`src/rtl/tape_player.sv`:
```
// Cassette playback engine: streams tape bytes from RAM as pulse-width encoded bits on latch,
// one sync pulse per bit cell plus a second pulse for a '1', MSB first.
module tape_player #(
  parameter int PULSE  = 512,
  parameter int BIT_AT = 1791,
  parameter int PERIOD = 3585
) (
  input  logic        clock,
  input  logic        reset,
  input  logic        ce,
  input  logic        dn_go,
  input  logic        dn_wr,
  input  logic [16:0] dn_addr,
  input  logic        play,
  input  logic        motor_wr,
  input  logic        motor_d,
  input  logic        port_rd,
  output logic [16:0] ram_a,
  input  logic [7:0]  ram_q,
  output logic        latch,
  output logic        motor,
  output logic        busy,
  output logic        done
);

  localparam int CW = $clog2(PERIOD + BIT_AT + PULSE + 1);
  localparam logic [CW-1:0] C_PULSE   = CW'(PULSE);
  localparam logic [CW-1:0] C_BIT_AT  = CW'(BIT_AT);
  localparam logic [CW-1:0] C_WIN_END = CW'(BIT_AT + PULSE);
  localparam logic [CW-1:0] C_LAST    = CW'(PERIOD - 1);

  typedef enum logic [2:0] {
    S_IDLE,
    S_ARMED,
    S_FETCH,
    S_LOAD,
    S_PLAY,
    S_END
  } state_t;

  state_t      r_state;
  state_t      w_next;
  logic [16:0] r_addr;
  logic [16:0] r_tape_len;
  logic [CW-1:0] r_cnt;
  logic [3:0]  r_bitcnt;
  logic [7:0]  r_shreg;
  logic        r_bitval;
  logic        r_latch;
  logic        r_motor;
  logic        r_play_d;

  logic w_dn_wr;
  logic w_mw;
  logic w_rd;
  logic w_start;
  logic w_arm_rst;
  logic w_motor_off;
  logic w_tick;
  logic w_bit_at;
  logic w_cell_end;
  logic w_byte_end;
  logic w_set;

  assign w_dn_wr     = dn_go & dn_wr;
  assign w_mw        = ce & motor_wr;
  assign w_rd        = ce & port_rd;
  assign w_start     = play & ~r_play_d & ((r_state == S_IDLE) | (r_state == S_ARMED));
  assign w_arm_rst   = w_mw & motor_d & ~r_motor;
  assign w_motor_off = w_mw & ~motor_d;
  assign w_tick      = ce & (r_state == S_PLAY) & ~w_motor_off;
  assign w_bit_at    = w_tick & (r_cnt == C_BIT_AT);
  assign w_cell_end  = w_tick & (r_cnt == C_LAST);
  assign w_byte_end  = w_cell_end & (r_bitcnt == 4'd8);
  // bitval is already updated for the cell when the data window opens (cnt > BIT_AT)
  assign w_set       = w_tick & ((r_cnt < C_PULSE) |
                                 (r_bitval & (r_cnt > C_BIT_AT) & (r_cnt <= C_WIN_END)));

  always_ff @(posedge clock or posedge reset) begin
    if (reset) r_state <= S_IDLE;
    else       r_state <= w_next;
  end

  always_comb begin
    w_next = r_state;
    if (dn_go)                                   w_next = S_IDLE;
    else if (w_motor_off)                        w_next = S_IDLE;
    else if (w_arm_rst && (r_state == S_IDLE))   w_next = S_ARMED;
    else if (w_start)                            w_next = S_FETCH;
    else begin
      case (r_state)
        S_ARMED: if (w_rd) w_next = S_FETCH;
        S_FETCH: w_next = S_LOAD;
        S_LOAD:  w_next = S_PLAY;
        S_PLAY:  if (w_byte_end) w_next = (r_addr == r_tape_len) ? S_END : S_FETCH;
        S_END:   w_next = S_IDLE;
        default: w_next = r_state;
      endcase
    end
  end

  always_comb begin
    busy = (r_state != S_IDLE);
    done = (r_state == S_END);
  end

  always_ff @(posedge clock or posedge reset) begin
    if (reset) begin
      r_addr     <= '0;
      r_tape_len <= '0;
      r_cnt      <= '0;
      r_bitcnt   <= '0;
      r_shreg    <= '0;
      r_bitval   <= 1'b0;
      r_latch    <= 1'b0;
      r_motor    <= 1'b0;
      // Held high so a play level present across reset is not seen as a new press
      r_play_d   <= 1'b1;
    end else begin
      r_play_d <= play;
      if (w_dn_wr) r_tape_len <= dn_addr;
      if (dn_go) begin
        r_addr  <= '0;
        r_latch <= 1'b0;
      end else begin
        if (w_mw) r_motor <= motor_d;

        if (w_arm_rst || w_start) begin
          r_addr   <= '0;
          r_bitcnt <= '0;
        end else if (w_tick) begin
          if (w_bit_at) begin
            r_bitval <= r_shreg[7];
            r_shreg  <= {r_shreg[6:0], 1'b0};
            r_bitcnt <= r_bitcnt + 4'd1;
          end
          if (w_byte_end) begin
            r_bitcnt <= '0;
            r_addr   <= r_addr + 17'd1;
          end
        end

        if (w_start || ((r_state == S_ARMED) && w_rd)) r_cnt <= '0;
        else if (w_tick) r_cnt <= w_cell_end ? '0 : r_cnt + CW'(1);

        if (r_state == S_LOAD) r_shreg <= ram_q;

        if (w_mw)       r_latch <= 1'b0;
        else if (w_set) r_latch <= 1'b1;
        else if (w_rd)  r_latch <= 1'b0;
      end
    end
  end

  assign ram_a = w_dn_wr ? dn_addr : r_addr;
  assign latch = r_latch;
  assign motor = r_motor;

endmodule
```
`config.mk`:
```
export PLATFORM = sky130hd
export DESIGN_NAME = tape_player
export DESIGN_NICKNAME = d
export VERILOG_FILES = /design/src/rtl/tape_player.sv
export SDC_FILE = /design/constraint.sdc
export NUM_CORES = 1
export LEC_CHECK = 0
export BUFFER_PORTS_ARGS = -buffer_cell sky130_fd_sc_hd__buf_2
export CORE_MARGIN = 10
export CORE_UTILIZATION = 40
export CTS_CLUSTER_DIAMETER = 200
export DETAILED_ROUTE_END_ITERATION = 6
export PLACE_DENSITY_LB_ADDON = 0.1
export REMOVE_ABC_BUFFERS = 1
export SLEW_MARGIN = 20
export SYNTH_ARGS = -nofsm -noshare
export SYNTH_HDL_FRONTEND = slang
export SYNTH_SLANG_ARGS = --single-unit
```
`constraint.sdc`:
```
create_clock -name clock -period 2.2 [get_ports clock]
set_input_delay 0.11 -clock clock [delete_from_list [all_inputs] [get_ports clock]]
set_output_delay 0.11 -clock clock [all_outputs]
set_load 0.02 [all_outputs]
```
==> results.md, run 1 <==
- Total CTS buffers: 9
- CTS H-Tree Depth: 3
- Nets: 582
- Clk Latency, worst-skew pair: around 350 ps
- Finished Layout Cells: 680
- Clk pwr share: 30.8%
- Pint: 0.00228 W
- Synthesized flop and latch total: 66
- Worst-Margin Slew: between 500 and 600 ps
- Grt ovf: 0
- First-pass GRT wire length: around 17000 um
- Post-Syn Instances: 452
- Routed WL: roughly 10000 um
- Total power per unit cell area: 649 nW/um^2
- Io pins: 55
- Root buf cell: clkbuf_8
- Row count: 36
- Gate power share: 23.9%
- Top cell type's share of synthesized area: between 40% and 50%
- Core area: 9820 sq um
- Slew Viols, Final: 0
- Min Clock Period, post-route: 2110 ps
- Via count: about 3400
- Antenna-violating nets left: 0
- Max cap viols: 0
- Placed insts: 642
- Gp weighted congestion: 0.824
- Outcome: finished, final reports clean
- Synth top area cells: dfrtp_1, nand2_1, xnor2_1
- Initial drt markers: around 130
- Startpoint Class: flip-flop
- Endpoints failing setup: 0
- Clock skew: 12.7 ps
- RSZ-0062 raised after global routing: true
- FF+latch area: 1650 sq um
- Die H: about 120 um
- Avg WL per Cell: 14.4 um
- Leakage: about 2.3 nW
- Die Wd: 120 um
- Sequential group share of total power: between 40% and 50%
- CTS sink count: 66
- Synth area leader: dfrtp_1
- Initial antenna violation count: 0
- Hold Path Class: in -> reg
- Switching share of total power: 29.8%
- Clock transition at path regs: 70 ps
- Fmax: 0.473 GHz
- Vias per cell: between 5 and 6
- Ys flop type: dfrtp_1
- Hold Path Origin: ram_q[0]
- Die area: 14500 sq um
- Highest-count cells in the layout ignoring fill and taps: nand2_1, dfrtp_1, buf_2
- Psw: 0.000967 W
- Warnings from Yosys: 0
- Slew HR: 63.8%
- RR Startpoint: r_cnt[0]
- Number of global-route vias before repair: 3491
- Worst Path Arrival: 2350 ps
- Fin. Hold Viols: 0
- CP Max Fanout: 6
- DP Wirelength: between 7000 and 8000 um
- Layout cells sized above 1: 24.3%
- Total GRT Usage: ~14%
- Final Cycle Share: between 90% and 100%
- Commonest non-fill, non-tap cell in the layout: nand2_1
- Syn_area_per_cell: ~8.9 sq um
- Number of synthesized flops with an enable pin: 0
- Initial Util: between 40% and 50%
- Drc violations: 0
- CTS tree: yes
- WS Path Type: reg -> reg
- Area growth syn-to-layout: 23.9%
- Post-synth cell types: 63
- N_diodes: 0
- Seq/Total Area, Yosys: 40.9%
- Multi-input logic area: 2250 sq um
- Req. time, crit path: about 2400 ps
- # fillers: 968
- CTS Buffer Depth: 2
- IO buf count: 54
- Beginning of the critical path: r_cnt[0]
- Design Area, Final: roughly 5000 sq um
- CP Capture Type: flip-flop
- DR pass1 iterations: 4
- Area of the mapped netlist: 4040 sq um
- Largest net degree at the start of global routing: 44
- Worst IR drop on VDD: about 0.33 mV
- Placed Area: 4560 sq um
- Asr flop ratio synth: between 90% and 100%
- Reg2Reg Setup Slack: 90 ps
## sequential cells by signal, indices dropped and copies added, names as in the netlist
signal	count
r_bitval	1
r_state	3
r_play_d	1
r_cnt	13
r_bitcnt	4
r_addr	17
latch	1
r_shreg	8
motor	1
r_tape_len	17
## area by class of cell
class	count	area share (%)
clock buffers	11	2.63
clock inverters	5	1.10
inverters	10	0.750
multi-input cells	353	45.1
flip-flops and latches	66	33.1
well taps	133	3.33
repair buffers	102	14.1
## worst max-delay path, cell delays in order, from the launching register on
cell and delay [ps]:
dfrtp_2 440, inv_1 60, ha_1 140, nor4b_4 320
nand4b_4 180, buf_12 170, buf_4 130, nor4_1 350
xnor2_1 170, nor2_1 60
## through the flow
step / TNS (ps) / util, % / setup WS, ps / hold slack (ps) / total power (W)
floorplan: -250 / - / -226 / 114 / 0.00199
global placement: -2.08 / 46.4 / -2.08 / 183 / 0.00221
detailed placement: 0 / 46.4 / 27.4 / 189 / 0.00223
CTS: 0 / 50.5 / 42.4 / 43.0 / 0.00327
global route: -274 / 50.9 / -42.3 / 54.6 / 0.00345
finish: 0 / 50.9 / 87.0 / 50.4 / 0.00325
## cells in the mapped netlist, types with 4 or more instances
library cell and count:
mux2i_1 8, mux2_4 7, ha_1 6, nor3_1 10
nor4_1 5, a211oi_1 4, buf_6 4, xnor2_1 29
nor2_1 24, or3_1 7, and3_1 7, a21oi_1 13
o21ai_0 13, clkbuf_1 14, nand3_1 23, nand4_1 8
nand2b_1 8, nand2_1 116, buf_2 4, mux2_2 8
dfrtp_1 65, inv_1 10
## routing by layer
metal / track usage (%) / routed length (um) / share of wire (%) / up-vias
met3: 3.72 / 387 / 3.9 / 13
met2: 21.1 / 4300 / 44 / 60
met5: 0 / 0 / 0 / -
met1: 18.9 / 4990 / 51 / 1612
li1: - / - / - / 1747
met4: 4.30 / 139 / 1.4 / 0
## timing repair
| action | in CTS | in global routing |
|---|---|---|
| hold buffers | 19 | 0 |
| endpoints found under the hold margin | 40 | 0 |
| setup endpoints to repair | 1 | 20 |
| buffers inserted | 1 | 2 |
| pin swaps | 2 | 1 |
| gates resized for setup | 0 | 10 |
## power by group through the flow
stage                     sequential, W  combinational, W  clock, W
after global placement          0.00150          0.000711         0
after floorplan                 0.00148          0.000510         0
after CTS                       0.00148          0.000752   0.00103
after detailed placement        0.00150          0.000726         0
final                           0.00147          0.000775   0.00100
after global routing            0.00150          0.000867   0.00109
## logic make-up after synthesis
group	share of synthesized area (%)
and+or+nand+nor	30.4
DFF	40.9
AOI/OAI and AO/OA	8.83
buffers and inverters	3.94
xor gates and xnor gates	6.94
muxes	7.10
adders and majority gates	1.86
## worst paths after layout
kind                       cells past startpoint              to
min                                            3      r_shreg[0]
max in group asynchronous                      4        r_cnt[0]
min in group asynchronous                      3  r_tape_len[15]
min reg2reg                                    1     r_bitcnt[3]
max reg2reg                                    9      r_addr[10]
max                                            9      r_addr[10]
No activity file was read; power rests on OpenSTA's default activity.
==> run 2, diff against run 1 <==
--- a/config.mk
+++ b/config.mk
@@ -5,6 +5,7 @@
 export SDC_FILE = /design/constraint.sdc
 export NUM_CORES = 1
 export LEC_CHECK = 0
+export ABC_AREA = 1
 export BUFFER_PORTS_ARGS = -buffer_cell sky130_fd_sc_hd__buf_2
 export CORE_MARGIN = 10
 export CORE_UTILIZATION = 40
==> run 2 against run 1 <==
Clock skew fell by 4.5 ps. Critical path depth grew 1. Die area grew 3.0%. Wire length is 11% higher. Non-clock buffer count down 17. Fmax rose by 6.1%. Global-route usage grew 1.3 points. Core utilization decreased by 1.5 points. Sequential share of layout area decreased by 0.51 points. Critical path type unchanged.
==> results.md, run 2 <==
- Worst-Margin Slew: 603 ps
- Ys flop type: dfrtp_1
- WS Path Type: reg -> reg
- Drc violations: 0
- Die area: roughly 15000 sq um
- IO buf count: 54
- Synth cell count leaders: nand2_1, inv_1, dfrtp_1, o21ai_0, nor2_1
- Nets: 702
- Die Wd: 122 um
- Worst-path cell with the longest stage delay: dfrtp_1
- First-pass GRT wire length: 18500 um
- Final Util: 49.4%
- Post-synth cell types: 40
- CTS H-Tree Depth: 3
- Top-count cell post-synth: nand2_1
- Hold WS: 19.6 ps
- Synthesized flop and latch total: 66
- Slew HR: roughly three fifths
- Synth top area cells: dfrtp_1, nand2_1, o21ai_0
- Critical Path, Cell by Cell: inv_2 -> ha_1 -> nand2_1 -> nor2_1 -> nor2_2 -> a21oi_4 -> inv_2 -> nor2_1 -> nand2_1 -> o21ai_0
- RSZ-0062 raised after global routing: false
- Die H: around 120 um
- Clock skew: 8.17 ps
- Seq/Total Area, Yosys: ~40%
- Syn_area_per_cell: 7.24 sq um
- Setup ws final: 208 ps
- Largest net degree at the start of global routing: between 60 and 70
- Commonest non-fill, non-tap cell in the layout: nand2_1
- Routed WL: 10900 um
- DP Wirelength: 8060 um
- Final TNS setup: 0 ps
- Number of synthesized flops with an enable pin: 0
- Cell family with most CP delay: simple AND/OR/NAND/NOR gates
- CP Capture Type: flip-flop
- Min Clock Period, post-route: ~2000 ps
- Req. time, crit path: roughly 2500 ps
- Worst IR drop on VDD: about 0.42 mV
- Fmax: roughly 0.50 GHz
- Final Power: 0.00393 W
- Initial antenna violation count: 0
- Hold Path Class: in -> reg
- Initial Util: 40.7%
- CTS Buffer Depth: 2
- Crit-path max cell delay: 430 ps
- Fin. Hold Viols: 0
- Via count: 4007
- Grt ovf: 0
- Initial drt markers: 220
- Total power per unit cell area: 774 nW/um^2
- N_diodes: 0
- Number of global-route vias before repair: 3862
- Antenna-violating nets left: 0
- DR pass1 iterations: 5
- Core area: 10300 sq um
- CTS tree: yes
- Gp weighted congestion: 0.873
- Max cap viols: 0
- Post-Syn Instances: around 580
- Total CTS buffers: 9
- Outcome: finished, final reports clean
- Startpoint Class: flip-flop
- Slew Viols, Final: 0
- Io pins: 55
- CP Max Fanout: 12
- Area of the mapped netlist: 4190 sq um
- Final Cycle Share: 90.5%
- Area growth syn-to-layout: 21.3%
- Vias per cell: roughly 5.0
- Biggest regs: r_addr (17), r_tape_len (17), r_cnt (13)
- Row count: 37
- Crit path buffers/inverters: 2
- Synth area leader: dfrtp_1
- Worst Path Arrival: 2260 ps
- Pre-CTS setup slack: about 210 ps
- Avg WL per Cell: 13.6 um
- Clk Latency, worst-skew pair: 350 ps
- Asr flop ratio synth: 100%
- Clock transition at path regs: 70 ps
- Layout cells sized above 1: 17.3%
- Total GRT Usage: 15.2%
- Endpoints failing setup: 0
- Root buf cell: clkbuf_8
- Top cell type's share of synthesized area: 38.9%
- Post-CTS sizing: 0
- Highest-count cells in the layout ignoring fill and taps: nand2_1, inv_1, dfrtp_1
- Leakage: 2.42 nW
- Warnings from Yosys: 0
- CTS sink count: 66
## run 2: final cells by class
cell class,count,area (sq um)
clock buffers,14,193
fillers,1085,5200
inverters,84,315
flip-flops and latches,66,1650
repair buffers,85,568
multi-input cells,416,2150
clock inverters,1,30.0
well taps,136,170
## run 2: cells by family (layout without fill, tap and decap cells)
kind of cell	Yosys count	in the layout	synth area share, %
and+or+nand+nor	294	294	32.8
AOI/OAI and AO/OA	100	100	13.4
buffers and inverters	96	184	9.18
DFF	66	66	39.5
xor gates and xnor gates	16	16	3.35
adders and majority gates	6	6	1.79
## run 2: path summary, 6_finish.rpt
kind	slack (ps)	to	depth (start not counted)	from
min in group asynchronous	370	r_tape_len[2]	4	reset
max in group asynchronous	1490	r_play_d	4	reset
setup / recovery	210	r_cnt[1]	10	r_state[2]
hold / removal	20	r_shreg[4]	3	ram_q[4]
setup reg to reg	210	r_cnt[1]	10	r_state[2]
hold reg to reg	490	r_bitval	2	r_bitval
## run 2: per-stage QoR
step,cells,cell area [sq um]
3_3_place_gp,765,4640
2_1_floorplan,566,4120
5_1_grt,802,5080
6_report,802,5080
4_1_cts,800,5060
3_5_place_dp,765,4640
## run 2: worst reg2reg max path: stages (launching register included)
cell     delay, ps
dfrtp_1        430
inv_2          120
ha_1           150
nand2_1         50
nor2_1         250
nor2_2         110
a21oi_4        350
inv_2          140
nor2_1         160
nand2_1         70
o21ai_0         80
## run 2: power by group
group | internal, W | switching (W)
Clock | 0.000673 | 0.000484
Combinational | 0.000410 | 0.000694
Sequential | 0.00146 | 0.000203
## run 2: metal layers
metal  GRT usage [%]  wire length (um)  up-vias
li1                -                 -     2058
met1            19.2              4960     1843
met2            25.2              5330       95
met3            4.04               479       11
met4            4.12               140        0
met5               0                 0        -
## run 2: timing repair
item / CTS / global route
setup endpoints to repair: 0 / 2
buffers inserted: 0 / 1
hold endpoints to repair: 84 / 1
hold buffers: 20 / 1
==> run 3, diff against run 2 <==
--- a/config.mk
+++ b/config.mk
@@ -7,8 +7,10 @@
 export LEC_CHECK = 0
 export ABC_AREA = 1
 export BUFFER_PORTS_ARGS = -buffer_cell sky130_fd_sc_hd__buf_2
+export CORE_ASPECT_RATIO = 0.5
 export CORE_MARGIN = 10
 export CORE_UTILIZATION = 40
+export CTS_BUF_LIST = sky130_fd_sc_hd__clkbuf_4
 export CTS_CLUSTER_DIAMETER = 200
 export DETAILED_ROUTE_END_ITERATION = 6
 export PLACE_DENSITY_LB_ADDON = 0.1
==> run 3 against run 2 <==
Worst hold slack improved by 7.5 ps. Total power decreased by 12%. Non-clock buffer count increased by 8. Clock power decreased by 39%. Register-to-register slack improved by 50 ps. Via count decreased by 1.4%. Core utilization about the same. Clock skew increased by 2.4 ps. Critical path type unchanged.
==> results.md, run 3 (synthesis results as in run 2) <==
- Outcome: finished, final reports clean
- Biggest regs: r_addr (17), r_tape_len (17), r_cnt (13)
- GR Util met3: roughly 3.6%
- Total CTS buffers: 9
- RR Startpoint: r_state[2]
- Worst-Margin Slew: 621 ps
- CTS sink count: 66
- Max cap viols: 0
- Reg2Reg Depth: 10
- Routing usage on met2: 23.8%
- Post-CTS sizing: 0
- Avg WL per Cell: 13.4 um
- Routed WL: 10900 um
- IO buf count: between 50 and 60
- Clk Latency, worst-skew pair: 430 ps
- Grt ovf: 0
- Slew HR: 58.6%
- WS Path Type: reg -> reg
- Slew Viols, Final: 0
- Grt peak-use layer: met2
- Die H: 92.3 um
- Startpoint Class: flip-flop
- Endpoints failing setup: 0
- Fmax: 0.514 GHz
- Core area: 10200 sq um
- Initial antenna violation count: 1
- Final Util: 49.4%
- Initial drt markers: 314
- Worst Path Arrival: 2290 ps
- FF+latch area: between 1500 and 2000 sq um
- Total GRT Usage: 14.9%
- Multi-input logic area: 2150 sq um
- Vias per cell: 4.85
- Row count: 26
- Reg2Reg Setup Slack: roughly 260 ps
- R2r endpoint: r_cnt[0]
- Initial Util: 41.0%
- First-pass GRT wire length: roughly 19000 um
- Hold Path Origin: dn_wr
- Antenna-violating nets left: 0
- Number of global-route vias before repair: 3817
- Layout cells sized above 1: 16.9%
- Nets: 710
- Final TNS setup: 0 ps
- CTS Buffer Depth: 2
- Leakage: 2.40 nW
- Total power per unit cell area: 688 nW/um^2
- Highest-count cells in the layout ignoring fill and taps: nand2_1, inv_1, dfrtp_1
- Die area: 15200 sq um
- WHS Endpoint: r_tape_len[16]
- CTS tree: yes
- DP Wirelength: 8150 um
- Die Wd: about 160 um
- Drc violations: 0
- Final Cycle Share: 88.3%
- Worst hold stages: 4
- RSZ-0062 raised after global routing: false
- Clock transition at path regs: 110 ps
- Req. time, crit path: 2550 ps
- # fillers: 1056
- Setup ws final: 256 ps
- Io pins: 55
- Beginning of the critical path: r_state[2]
- CTS H-Tree Depth: 3
- Worst IR drop on VDD: about 0.26 mV
- Area growth syn-to-layout: 20.6%
- Min Clock Period, post-route: between 1500 and 2000 ps
- Root buf cell: clkbuf_4
- Fin. Hold Viols: 0
- Clock skew: 10.6 ps
- Hold Path Class: in -> reg
- DR pass1 iterations: 5
- Largest net degree at the start of global routing: 50
- CP Capture Type: flip-flop
- Gp weighted congestion: 0.912
- Commonest non-fill, non-tap cell in the layout: nand2_1
- GR Util met1: roughly 20%
- CP Max Fanout: 9
- Via count: 3950
- Pre-CTS setup slack: 208 ps
[run 3: cell types whose count changed in the layout (fill, tap and decap cells not counted)]
cell,previous run,this run
diode_2,0,1
dlygate4sd3_1,21,30
clkbuf_4,0,11
clkinv_2,0,4
buf_4,9,8
clkbuf_8,14,0
bufinv_16,1,0
[run 3: routing by layer]
layer	up-vias	share of wire [%]
li1	2073	-
met1	1813	49
met2	56	46
met3	8	3.8
met4	0	1.0
met5	-	0
[run 3: critical path, stage by stage, from the launching register on]
cell and delay [ps]:
dfrtp_1 450, inv_2 120, ha_1 150, nand2_1 50
nor2_1 260, nor2_2 130, a21oi_4 280, inv_2 130
nor2_1 170, nand2_1 60, o21ai_0 80
[run 3: power breakdown]
part	internal (W)	switching (W)	total (W)
clock	0.000245	0.000458	0.000703
combinational	0.000415	0.000683	0.00110
sequential	0.00146	0.000211	0.00167
[run 3: worst max path at each step]
stage,to,slack [ps],cells past startpoint
after floorplan,r_shreg[2],200,11
after global placement,r_shreg[3],260,11
after detailed placement,r_shreg[7],210,11
after CTS,r_shreg[7],170,11
after global routing,r_cnt[0],20,10
final,r_cnt[0],260,10
[run 3: timing repair]
item	CTS	global route
hold endpoints to repair	52	0
hold buffers	30	0
endpoints found under the setup margin	0	4
buffers inserted	0	1
[run 3: cell type report]
type                    count  area share, %
clock inverters             4          0.397
flip-flops and latches     66           32.7
diodes                      1         0.0496
multi-input cells         416           42.6
clock buffers              11           1.64
well taps                 140           3.47
repair buffers             93           12.9
inverters                  84           6.25
[run 3: metrics by stage]
step	instance area (sq um)	instances	total power [W]	hold slack (ps)
2_1_floorplan	4120	566	0.00243	114
3_3_place_gp	4630	768	0.00275	230
3_5_place_dp	4630	768	0.00275	230
4_1_cts	5040	813	0.00352	16.5
5_1_grt	5050	815	0.00377	43.2
6_report	5050	815	0.00347	27.1
